--- config.mk ---
export PLATFORM = sky130hd
export DESIGN_NAME = booth_divider_seq
export DESIGN_NICKNAME = d
export VERILOG_FILES = /design/src/rtl/booth_arith_pkg.sv /design/src/rtl/booth_divider_seq_div_step.sv /design/src/rtl/booth_divider_seq.sv
export SDC_FILE = /design/constraint.sdc
export NUM_CORES = 1
export LEC_CHECK = 0
export BUFFER_PORTS_ARGS = -buffer_cell sky130_fd_sc_hd__buf_2
export CAP_MARGIN = 20
export CELL_PAD_IN_SITES_DETAIL_PLACEMENT = 1
export CELL_PAD_IN_SITES_GLOBAL_PLACEMENT = 2
export CORE_MARGIN = 1
export CORE_UTILIZATION = 34
export DETAILED_ROUTE_END_ITERATION = 10
export PLACE_DENSITY = 0.87
export SLEW_MARGIN = 25
export SYNTH_ARGS = -nofsm -noshare
export SYNTH_HDL_FRONTEND = slang
export SYNTH_SLANG_ARGS = --single-unit
--- constraint.sdc ---
create_clock -name clk -period 2.6 [get_ports clk]
set_input_delay 0.39 -clock clk [delete_from_list [all_inputs] [get_ports clk]]
set_output_delay 0.39 -clock clk [all_outputs]
set_load 0.01 [all_outputs]
--- src/rtl/booth_arith_pkg.sv ---
// Shared arithmetic package for the Lab5 sequential multiplier/divider pair.
// Holds the common WAIT/CAL/FINISH state encoding and the default WIDTH/HOLD
// constants so both blocks sequence identically.
package booth_arith_pkg;

  typedef enum logic [1:0] {
    ST_WAIT   = 2'b00,
    ST_CAL    = 2'b01,
    ST_FINISH = 2'b10
  } state_e;

  localparam int DEF_WIDTH = 4;
  localparam int DEF_HOLD  = 4;

endpackage

--- src/rtl/booth_divider_seq_div_step.sv ---
// div_step: one combinational restoring-division step on unsigned magnitudes.
// Ports:
//   rem_in   [WIDTH:0]    partial remainder before the step
//   quo_in   [WIDTH-1:0]  dividend bits not yet consumed (MSB first) with the
//                         quotient bits developed so far shifted in at the LSB
//   divisor  [WIDTH-1:0]  divisor magnitude
//   rem_out  [WIDTH:0]    partial remainder after the step
//   quo_out  [WIDTH-1:0]  quo_in shifted left with the new quotient bit
module div_step
  import booth_arith_pkg::*;
#(
  parameter int WIDTH = DEF_WIDTH
) (
  input  logic [WIDTH:0]   rem_in,
  input  logic [WIDTH-1:0] quo_in,
  input  logic [WIDTH-1:0] divisor,
  output logic [WIDTH:0]   rem_out,
  output logic [WIDTH-1:0] quo_out
);

  // One guard bit above the shifted remainder plus a borrow bit, so the
  // trial subtraction sign is unambiguous for every divisor magnitude.
  logic [WIDTH+1:0] shifted;
  logic [WIDTH+2:0] trial;
  logic             ge;

  always_comb begin
    shifted = {rem_in, quo_in[WIDTH-1]};
    trial   = {1'b0, shifted} - {3'b000, divisor};
    ge      = ~trial[WIDTH+2];
    rem_out = ge ? (WIDTH+1)'(trial) : (WIDTH+1)'(shifted);
    quo_out = {quo_in[WIDTH-2:0], ge};
  end

endmodule

--- src/rtl/booth_divider_seq.sv ---
// booth_divider_seq: sequential signed divider, one restoring step per clock
// on operand magnitudes, sign-corrected quotient/remainder held for HOLD
// cycles. Truncates toward zero; remainder takes the dividend's sign.
// Ports:
//   clk, rst_n      clock, asynchronous active-low reset
//   start           request, sampled only in WAIT
//   a, b            signed dividend / divisor (WIDTH bits)
//   q, r            signed quotient / remainder, 0 outside FINISH
//   done            high exactly while in FINISH
//   dz              divide-by-zero flag, only while done=1
// Optional build macro: BOOTH_DIVIDER_DZ_DETECT_EN -- when defined, b==0 at
// the start edge jumps straight to FINISH with q=-1, r=a, dz=1. When
// undefined, CAL runs normally on b==0 and dz is tied low.
//
// state     | meaning
// ----------+-----------------------------------------------------------
// ST_WAIT   | idle, outputs 0, waiting for start
// ST_CAL    | one restoring step per edge, WIDTH edges total
// ST_FINISH | results presented for HOLD cycles, then back to ST_WAIT
module booth_divider_seq
  import booth_arith_pkg::*;
#(
  parameter int WIDTH = DEF_WIDTH,
  parameter int HOLD  = DEF_HOLD
) (
  input  logic             clk,
  input  logic             rst_n,
  input  logic             start,
  input  logic [WIDTH-1:0] a,
  input  logic [WIDTH-1:0] b,
  output logic [WIDTH-1:0] q,
  output logic [WIDTH-1:0] r,
  output logic             done,
  output logic             dz
);

  // Counter is shared between the CAL step count and the FINISH hold window.
  localparam int CNT_MAX = (WIDTH > HOLD) ? WIDTH : HOLD;
  localparam int CW      = (CNT_MAX < 2) ? 1 : $clog2(CNT_MAX);

  state_e           state_q, state_d;
  logic [CW-1:0]    cnt_q, cnt_d;
  logic [WIDTH:0]   rem_q, rem_d;
  logic [WIDTH-1:0] quo_q, quo_d;
  logic [WIDTH-1:0] dvs_q, dvs_d;
  logic             sgn_q_q, sgn_q_d;
  logic             sgn_r_q, sgn_r_d;
`ifdef BOOTH_DIVIDER_DZ_DETECT_EN
  logic             dz_q, dz_d;
`endif

  logic [WIDTH-1:0] a_mag, b_mag;
  logic [WIDTH:0]   step_rem;
  logic [WIDTH-1:0] step_quo;
  logic [WIDTH:0]   rem_neg;

  // Two's-complement negation of the most negative value gives 2^(WIDTH-1),
  // which is exactly right when read back as an unsigned magnitude.
  assign a_mag = a[WIDTH-1] ? (~a + 1'b1) : a;
  assign b_mag = b[WIDTH-1] ? (~b + 1'b1) : b;

  div_step #(.WIDTH(WIDTH)) u_div_step (
    .rem_in  (rem_q),
    .quo_in  (quo_q),
    .divisor (dvs_q),
    .rem_out (step_rem),
    .quo_out (step_quo)
  );

  always_comb begin
    state_d = state_q;
    cnt_d   = cnt_q;
    rem_d   = rem_q;
    quo_d   = quo_q;
    dvs_d   = dvs_q;
    sgn_q_d = sgn_q_q;
    sgn_r_d = sgn_r_q;
`ifdef BOOTH_DIVIDER_DZ_DETECT_EN
    dz_d    = dz_q;
`endif
    unique case (state_q)
      ST_WAIT: begin
        if (start) begin
          state_d = ST_CAL;
          cnt_d   = '0;
          rem_d   = '0;
          quo_d   = a_mag;
          dvs_d   = b_mag;
          sgn_q_d = a[WIDTH-1] ^ b[WIDTH-1];
          sgn_r_d = a[WIDTH-1];
`ifdef BOOTH_DIVIDER_DZ_DETECT_EN
          dz_d    = (b == '0);
          // Preload magnitudes so the normal sign fix-up yields q=-1, r=a.
          if (b == '0) begin
            state_d = ST_FINISH;
            quo_d   = '1;
            rem_d   = {1'b0, a_mag};
            sgn_q_d = 1'b0;
          end
`endif
        end
      end
      ST_CAL: begin
        rem_d = step_rem;
        quo_d = step_quo;
        if (cnt_q == CW'(WIDTH - 1)) begin
          state_d = ST_FINISH;
          cnt_d   = '0;
        end else begin
          cnt_d = cnt_q + 1'b1;
        end
      end
      ST_FINISH: begin
        if (cnt_q == CW'(HOLD - 1)) begin
          state_d = ST_WAIT;
          cnt_d   = '0;
        end else begin
          cnt_d = cnt_q + 1'b1;
        end
      end
      default: begin
        state_d = ST_WAIT;
        cnt_d   = '0;
      end
    endcase
  end

  always_ff @(posedge clk or negedge rst_n) begin
    if (!rst_n) begin
      state_q <= ST_WAIT;
      cnt_q   <= '0;
      rem_q   <= '0;
      quo_q   <= '0;
      dvs_q   <= '0;
      sgn_q_q <= 1'b0;
      sgn_r_q <= 1'b0;
`ifdef BOOTH_DIVIDER_DZ_DETECT_EN
      dz_q    <= 1'b0;
`endif
    end else begin
      state_q <= state_d;
      cnt_q   <= cnt_d;
      rem_q   <= rem_d;
      quo_q   <= quo_d;
      dvs_q   <= dvs_d;
      sgn_q_q <= sgn_q_d;
      sgn_r_q <= sgn_r_d;
`ifdef BOOTH_DIVIDER_DZ_DETECT_EN
      dz_q    <= dz_d;
`endif
    end
  end

  assign rem_neg = ~rem_q + 1'b1;

  always_comb begin
    q    = '0;
    r    = '0;
    done = 1'b0;
    dz   = 1'b0;
    if (state_q == ST_FINISH) begin
      done = 1'b1;
      q    = sgn_q_q ? (~quo_q + 1'b1) : quo_q;
      r    = sgn_r_q ? WIDTH'(rem_neg) : WIDTH'(rem_q);
`ifdef BOOTH_DIVIDER_DZ_DETECT_EN
      dz   = dz_q;
`endif
    end
  end

endmodule

==> impl_metrics.csv, run 1 <==
group,metric,value,unit
route,wire_per_inst,14.6,um
grt,use_met2,30.9,%
timing,finalMaxSlewViolations,0,
route,wl,3040,um
placement,place_hpwl,2440,um
synth,synth_area,1320,um^2
critical_path,critPathLaunchType,"flop",
timing,finalCritPeriodShare,93.9,%
grt,grt_pass1_wl,5350,um
synth,syn_avg_cell_area,9.37,um^2
floorplanning,die_h,64.3,um
route,post-route-drc-count,0,
grt,grt_pass1_vias,1156,
critical_path,cpMaxStageDelayCell,"a2111oi_4",
synth,synth-seq-area-share,36.0,%
final_layout,area_growth,13.8,%
critical_path,crit_family,"compound AO/OA/AOI/OAI gates",
floorplanning,core-area,3690,um^2
synth,yosysMostFrequentCell,"dfrtp_1",
grt,grt_max_degree,20,
synth,synth_edf_count,0,
final_layout,layout.nets,185,
cts,cts_hold_buf,0,
grt,grt_use_met3,3.39,%
cts,cts-root-buf,"clkbuf_8",
timing,rsz0062_at_grt,"no",
synth,synth_ff_type,"dfrtp_1",
grt,antenna_found_initial,0,
floorplanning,num_io_pins,21,
floorplanning,start_util,35.8,%
synth,ys_types,35,
critical_path,path_max_fanout,7,
timing,max_slew_margin,44.5,%
critical_path,critPathBufInv,2,
floorplanning,rows,22,
critical_path,cpPeakStageDelay,0.63,ns
grt,grt_util_all_layers,16.9,%
synth,yosysTopAreaCell,"dfrtp_1",
cts,insertion_delay,0.26,ns
synth,synth.top_cell.area_share,36.0,%
cts,cts_buffer_depth,2,
run,maxCapViolations,0,
cts,cts_tree,"done",
final_layout,insertedDiodeCount,0,
timing,finClkSkew,0.0101,ns
grt,use_met1,19.8,%
synth,synthTopCellsByArea,"dfrtp_1 36%, ha_1 11%, mux2i_1 6.1%",
power_and_ir_drop,p_per_area,1200,nW/um^2
timing,setup_viol,0,
min_path,hold_class,"input port to async pin",
cts,cts_sinks,19,
critical_path,end_kind,"flop",
timing,finalSetupTns,0,ns
synth,ys_top_cells_by_count,"19 x dfrtp_1, 18 x inv_1, 13 x nand2_1, 12 x ha_1",
timing,holdWs,0.0654,ns
critical_path,cp.arrival,2.58,ns
grt,overflow,0,
critical_path,crit_chain,"inv_1, ha_1, inv_1, fa_1, a21o_1, a2111oi_4, mux2i_1, o21ai_1",
timing,max_freq,409,MHz
cts,cts_setup_buffers,0,
route,drt_first_pass_iters,4,
placement,io_buffers,19,
final_layout,n_fill_cell,453,
synth,synth_seq_cells,19,
route,ant_nets,0,
timing,finalHoldViolations,0,
cts,h-tree-depth,1,
route,num_vias,1048,
timing,worst_pin_slew,0.809,ns
final_layout,drive_gt1_share,17.5,%
critical_path,cp.required,2.74,ns
placement,place.gp.congestion,0.789,
critical_path,worst_path_most_repeated_cell,"inv_1",
power_and_ir_drop,leakage,0.746,nW
synth,synthCells,141,
timing,post-route-min-period,2.44,ns
grt,top_usage_layer,"met2",
cts,cts_buffers,3,
floorplanning,die_w,64.3,um
floorplanning,die_area,4140,um^2
synth,syn-num-nets,165,
power_and_ir_drop,peakVddDrop,0.462,mV
cts,cts_resized,0,
route,drt_iter0_markers,39,
status,status,"finished clean",
synth,async_flop_share,100,%
critical_path,path_class,"flop to flop",
synth,yosys_warnings,0,
route,viasPerCell,5.04,
cts,path_clk_slew,0.08,ns
cell families (layout without fill, tap and decap cells):
kind of cell / Yosys count / after routing / synth area share, %
other: 1 / 1 / 0.284
muxes: 9 / 9 / 6.91
DFF: 19 / 19 / 36.0
AOI/OAI and AO/OA: 33 / 33 / 17.7
buffers and inverters: 22 / 41 / 6.53
adders and majority gates: 13 / 13 / 12.9
and+or+nand+nor: 35 / 35 / 13.7
xor gates and xnor gates: 9 / 9 / 5.97
report_power, final:
part	switching [mW]	leakage, nW	total [mW]	internal (mW)
logic	0.575	0.480	1.03	0.456
clock network	0.0956	0.0255	0.202	0.106
registers	0.150	0.241	0.578	0.428
cell usage in the layout (no fill, tap or decap), types with 2 or more instances in the layout:
cell type  instances
dfrtp_1           19
buf_2             19
inv_1             18
nand2_1           13
ha_1              12
mux2i_1            8
o21ai_0            8
xnor2_1            7
and2_1             7
a21oi_1            7
nand2b_1           4
o31ai_1            4
nor2b_1            3
nor2_1             3
clkbuf_8           3
o21ai_1            2
nand3_1            2
a21o_2             2
xor2_1             2
path summary, 6_finish.rpt:
path,slack [ns],endpoint,cells after the start,start
worst max-delay path,0.16,rem_q[2],8,quo_q[3]
worst min-delay path,0.07,quo_q[0],1,rst_n
worst max register to register,0.16,rem_q[2],8,quo_q[3]
worst min register to register,0.49,dvs_q[2],2,dvs_q[2]
max in group asynchronous,2.22,cnt_q[0],1,rst_n
min in group clk,0.44,dvs_q[3],3,b[0]
registers in the layout, summed over array words and instances, names as in the netlist:
| signal | count |
|---|---|
| cnt_q | 2 |
| dvs_q | 4 |
| quo_q | 4 |
| rem_q | 5 |
| sgn_q_q | 1 |
| sgn_r_q | 1 |
| state_q | 2 |
stage by stage:
stage	cells	worst slack, ns	cell area (um^2)	util (%)	power, mW
6_report	208	0.158	1500	40.8	1.81
5_1_grt	208	0.00822	1500	40.8	1.99
4_1_cts	208	0.174	1500	40.8	1.83
3_5_place_dp	204	0.198	1460	39.5	1.61
3_3_place_gp	204	0.335	1460	39.5	1.51
2_1_floorplan	141	0.450	1320	-	1.34
cell type report:
class | instances | area, um^2 | area share [%]
clock buffer | 3 | 41.3 | 2.75
clock inverter | 1 | 5.00 | 0.333
inverter | 18 | 67.6 | 4.49
multi-input combinational | 100 | 759 | 50.5
sequential | 19 | 475 | 31.6
tap | 48 | 60.1 | 3.99
timing repair buffer | 19 | 95.1 | 6.32
metal layers:
layer | up-vias | routed length [um]
met5 | - | 0
met4 | 0 | 29
met3 | 4 | 69
met2 | 15 | 1630
met1 | 511 | 1320
li1 | 518 | -
(Power assumes the default switching activity.)
==> run 2, diff against run 1 <==
Settings changed: BUFFER_PORTS_ARGS -buffer_cell sky130_fd_sc_hd__buf_2 to unset, CORE_UTILIZATION 34 to 38, DONT_BUFFER_PORTS set to 1, GPL_TIMING_DRIVEN set to 0, PLACE_DENSITY 0.87 to 0.86.
==> impl_metrics.csv, run 2 (synthesis results as in run 1) <==
group,metric,value,unit
power_and_ir_drop,p_seq_share,33.1,%
cts,insertion_delay,0.29,ns
floorplanning,rows,21,
timing,finalMaxSlewViolations,0,
placement,io_buffers,0,
grt,antenna_found_initial,0,
power_and_ir_drop,combPwrFrac,58.2,%
critical_path,critPathLaunchType,"flop",
timing,worst_pin_slew,0.879,ns
timing,finalHoldViolations,0,
final_layout,area_growth,7.20,%
timing,max_freq,414,MHz
route,routed-wl-met2,1490,um
route,wire_per_inst,14.8,um
floorplanning,die_h,61.0,um
timing,post-route-min-period,2.42,ns
power_and_ir_drop,p_sw,0.781,mW
floorplanning,die_area,3720,um^2
critical_path,path_class,"flop to flop",
cts,cts-root-buf,"clkbuf_4",
final_layout,top_regs,"rem_q: 5 flops, dvs_q: 4 flops, quo_q: 4 flops",
route,num_vias,1015,
power_and_ir_drop,power_frac_clock,8.7,%
floorplanning,start_util,39.6,%
cts,cts_buffers,3,
critical_path,path_max_fanout,7,
floorplanning,core-area,3340,um^2
route,dr_wl_met3,72,um
route,wl,2850,um
cts,path_clk_slew,0.11,ns
timing,finalSetupTns,0,ns
power_and_ir_drop,switching_share,45.5,%
floorplanning,num_io_pins,21,
run,maxCapViolations,0,
route,drt_iter0_markers,21,
cts,cts_sinks,19,
final_layout,layout.nets,171,
final_layout,postLayoutCoreUtil,42.4,%
cts,cts_buffer_depth,2,
route,post-route-drc-count,0,
cts,h-tree-depth,1,
timing,finClkSkew,0.000764,ns
power_and_ir_drop,totalPowerFinal,1.72,mW
route,viasPerCell,5.29,
route,wirelength_met1,1270,um
timing,max_slew_margin,41.2,%
route,ant_nets,0,
final_layout,drive_gt1_share,6.85,%
power_and_ir_drop,intPower,0.935,mW
placement,place.gp.congestion,0.748,
route,routed.top_layer,"met4",
critical_path,end_kind,"flop",
grt,grt_pass1_wl,4660,um
power_and_ir_drop,leakage,0.662,nW
grt,grt_max_degree,20,
min_path,hold_class,"input port to flop",
cts,cts_resized,0,
route,drt_first_pass_iters,4,
final_layout,insertedDiodeCount,0,
final_layout,mostFrequentLayoutCell,"dfrtp_1",
grt,grt_util_all_layers,17.5,%
cts,cts_tree,"done",
critical_path,cp.arrival,2.60,ns
timing,rsz0062_at_grt,"no",
final_layout,most-common-layout-cells,"19 x dfrtp_1, 18 x inv_1, 13 x nand2_1, 12 x ha_1",
timing,finalCritPeriodShare,92.9,%
status,status,"finished clean",
critical_path,cp.required,2.79,ns
placement,place_hpwl,2340,um
grt,grt_pass1_vias,1056,
timing,setup_viol,0,
grt,overflow,0,
floorplanning,die_w,61.0,um
power_and_ir_drop,p_per_area,1210,nW/um^2
final_layout,largest_register_ffs,5,
final_layout,top_register,"rem_q",
power_and_ir_drop,peakVddDrop,0.436,mV
-- run 2: timing repair --
item	in CTS	in global routing
setup buffers	0	0
endpoints found under the hold margin	19	0
setup endpoints to repair	0	0
hold buffers	1	0
-- run 2: final timing paths --
| path | start | endpoint | slack (ns) | cells past startpoint |
|---|---|---|---|---|
| max reg2reg | quo_q[3] | rem_q[2] | 0.18 | 8 |
| max | quo_q[3] | rem_q[2] | 0.18 | 8 |
| max in group asynchronous | rst_n | cnt_q[1] | 1.42 | 1 |
| min reg2reg | dvs_q[3] | dvs_q[3] | 0.50 | 2 |
| min | a[3] | sgn_r_q | 0.24 | 1 |
| min in group asynchronous | rst_n | dvs_q[2] | 0.65 | 1 |
-- run 2: power groups by stage --
stage | Clock [mW] | Sequential (mW) | Combinational (mW)
floorplan | 0 | 0.535 | 0.805
global placement | 0 | 0.564 | 0.942
detailed placement | 0 | 0.576 | 1.01
CTS | 0.156 | 0.571 | 1.02
global route | 0.167 | 0.591 | 1.14
finish | 0.149 | 0.568 | 1.00
-- run 2: cell type report --
class | count | area, um^2
Clock buffer | 3 | 22.5
Clock inverter | 1 | 5.00
Buffer | 4 | 18.8
Sequential cell | 19 | 475
Inverter | 18 | 67.6
Fill cell | 404 | 1920
Multi-Input combinational cell | 100 | 759
Timing Repair Buffer | 1 | 10.0
Tap cell | 46 | 57.6
-- run 2: worst max-delay path, stage by stage, from the launching register on --
cell	delay [ns]
dfrtp_1	0.43
inv_1	0.10
ha_1	0.14
inv_1	0.06
fa_1	0.40
a21o_1	0.22
a2111oi_4	0.60
mux2i_1	0.28
o21ai_1	0.07
-- run 2: per-stage QoR --
step | std cells | area, um^2 | hold WS, ns | setup WS (ns)
after floorplan | 141 | 1320 | 0.0944 | 0.450
after global routing | 192 | 1420 | 0.228 | 0.0409
after CTS | 192 | 1420 | 0.231 | 0.161
after detailed placement | 187 | 1380 | 0.0946 | 0.190
final | 192 | 1420 | 0.240 | 0.183
after global placement | 187 | 1380 | 0.0948 | 0.243
-- run 2: layer usage --
layer / vias up / track usage [%]
li1: 492 / -
met1: 509 / 20.9
met2: 12 / 32.3
met3: 2 / 2.77
met4: 0 / 4.87
met5: - / 0
==> run 3, diff against run 2 <==
Settings changed: CORE_UTILIZATION 38 to 41, PLACE_DENSITY 0.86 to 0.91.
Clock period 2.6 ns to 2.99 ns, I/O delays scaled along.
==> impl_metrics.csv, run 3 (synthesis results as in run 1) <==
group,metric,value,unit
status,status,"finished clean",
floorplanning,die_h,58.8,um
timing,holdWs,0.293,ns
route,post-route-drc-count,0,
timing,max_freq,418,MHz
timing,post-route-min-period,2.39,ns
critical_path,end_kind,"flop",
cts,cts_buffer_depth,2,
floorplanning,die_w,58.8,um
cts,cts-root-buf,"clkbuf_4",
floorplanning,num_io_pins,21,
final_layout,largest_register_ffs,5,
final_layout,drive_gt1_share,6.16,%
timing,finalCritPeriodShare,80.0,%
cts,cts_sinks,19,
critical_path,cp.arrival,2.58,ns
final_layout,mostFrequentLayoutCell,"dfrtp_1",
power_and_ir_drop,totalPowerFinal,1.50,mW
critical_path,worstReg2RegStart,"quo_q[3]",
cts,cts_buffers,3,
timing,finalHoldViolations,0,
timing,worst_pin_slew,0.900,ns
route,viasPerCell,5.33,
power_and_ir_drop,p_per_area,1060,nW/um^2
min_path,hold_class,"input port to flop",
final_layout,top_regs,"rem_q: 5 flops, dvs_q: 4 flops, quo_q: 4 flops",
placement,place.gp.congestion,0.775,
route,ant_nets,0,
floorplanning,start_util,43.3,%
cts,path_clk_slew,0.10,ns
final_layout,postLayoutCoreUtil,46.3,%
cts,cts_setup_buffers,0,
timing,finalSetupTns,0,ns
min_path,holdPathStages,1,
route,drt_iter0_markers,20,
timing,worst_slack,0.599,ns
final_layout,insertedDiodeCount,0,
route,wire_per_inst,15.4,um
final_layout,layout.cells.non_filler,190,
floorplanning,die_area,3450,um^2
critical_path,path_max_fanout,7,
final_layout,design_area,1410,um^2
route,wl,2920,um
run,maxCapViolations,0,
min_path,worstHoldStart,"a[3]",
placement,io_buffers,0,
min_path,min_to,"sgn_r_q",
route,drt_first_pass_iters,2,
critical_path,cp.required,3.18,ns
timing,finClkSkew,0.00200,ns
grt,grt_pass1_vias,1077,
placement,placed_cells,185,
grt,grt_pass1_wl,5050,um
cts,insertion_delay,0.30,ns
floorplanning,core-area,3050,um^2
cts,h-tree-depth,1,
grt,antenna_found_initial,0,
critical_path,r2r_slack,0.60,ns
power_and_ir_drop,leakage,0.659,nW
cts,cts_tree,"done",
critical_path,critPathLaunchType,"flop",
route,num_vias,1012,
cts,cts_resized,0,
timing,rsz0062_at_grt,"no",
grt,grt_max_degree,20,
grt,grt_util_all_layers,19.8,%
power_and_ir_drop,peakVddDrop,0.343,mV
final_layout,most-common-layout-cells,"19 x dfrtp_1, 18 x inv_1, 13 x nand2_1, 12 x ha_1",
placement,placed_area,1380,um^2
final_layout,layout.nets,171,
placement,preCtsSetupSlack,0.627,ns
grt,overflow,0,
final_layout,top_register,"rem_q",
timing,finalMaxSlewViolations,0,
final_layout,area_growth,6.91,%
placement,place_hpwl,2340,um
critical_path,path_class,"flop to flop",
timing,max_slew_margin,39.8,%
timing,setup_viol,0,
floorplanning,rows,20,
critical_path,worstRegToRegCells,8,
critical_path,r2r_end,"rem_q[2]",
[run 3: cell types whose count changed in the layout (fill, tap and decap cells not counted), sizes merged]
cell	before	now
clkbuf	6	7
clkinv	1	0
[run 3: timing repair]
action,CTS,global route
endpoints found under the hold margin,19,0
hold buffers,1,0
setup endpoints to repair,0,0
[run 3: area by class of cell]
cell class	instances	area [um^2]
multi-input combinational	100	759
sequential	19	475
timing repair buffer	1	10.0
buffer	4	18.8
clock buffer	4	26.3
fill	375	1640
inverter	18	67.6
tap	44	55.1
[run 3: per-layer routing]
metal | vias to the layer above | track usage, % | share of wire [%]
met5 | - | 0 | 0
met1 | 499 | 23.1 | 45
met2 | 18 | 37.2 | 51
met3 | 4 | 4.62 | 3.4
li1 | 491 | - | -
met4 | 0 | 3.06 | 0.68
[run 3: power by group]
part / switching (mW) / leakage, nW / internal (mW)
logic: 0.478 / 0.404 / 0.390
clock network: 0.0790 / 0.0150 / 0.0520
registers: 0.125 / 0.241 / 0.371
total: 0.682 / 0.659 / 0.813
[run 3: worst max-delay path by stage]
stage,start,to,slack (ns),cells past startpoint
after floorplan,quo_q[3],rem_q[1],0.84,8
after global placement,quo_q[3],rem_q[1],0.67,8
after detailed placement,quo_q[3],rem_q[1],0.63,8
after CTS,quo_q[3],rem_q[2],0.58,8
after global routing,quo_q[3],rem_q[2],0.46,8
final,quo_q[3],rem_q[2],0.60,8
[run 3: worst max-delay path, cell delays in order (launching register included)]
cell       delay (ns)
dfrtp_1          0.42
inv_1            0.08
ha_1             0.14
inv_1            0.07
fa_1             0.41
a21o_1           0.21
a2111oi_4        0.60
mux2i_1          0.26
o21ai_1          0.08
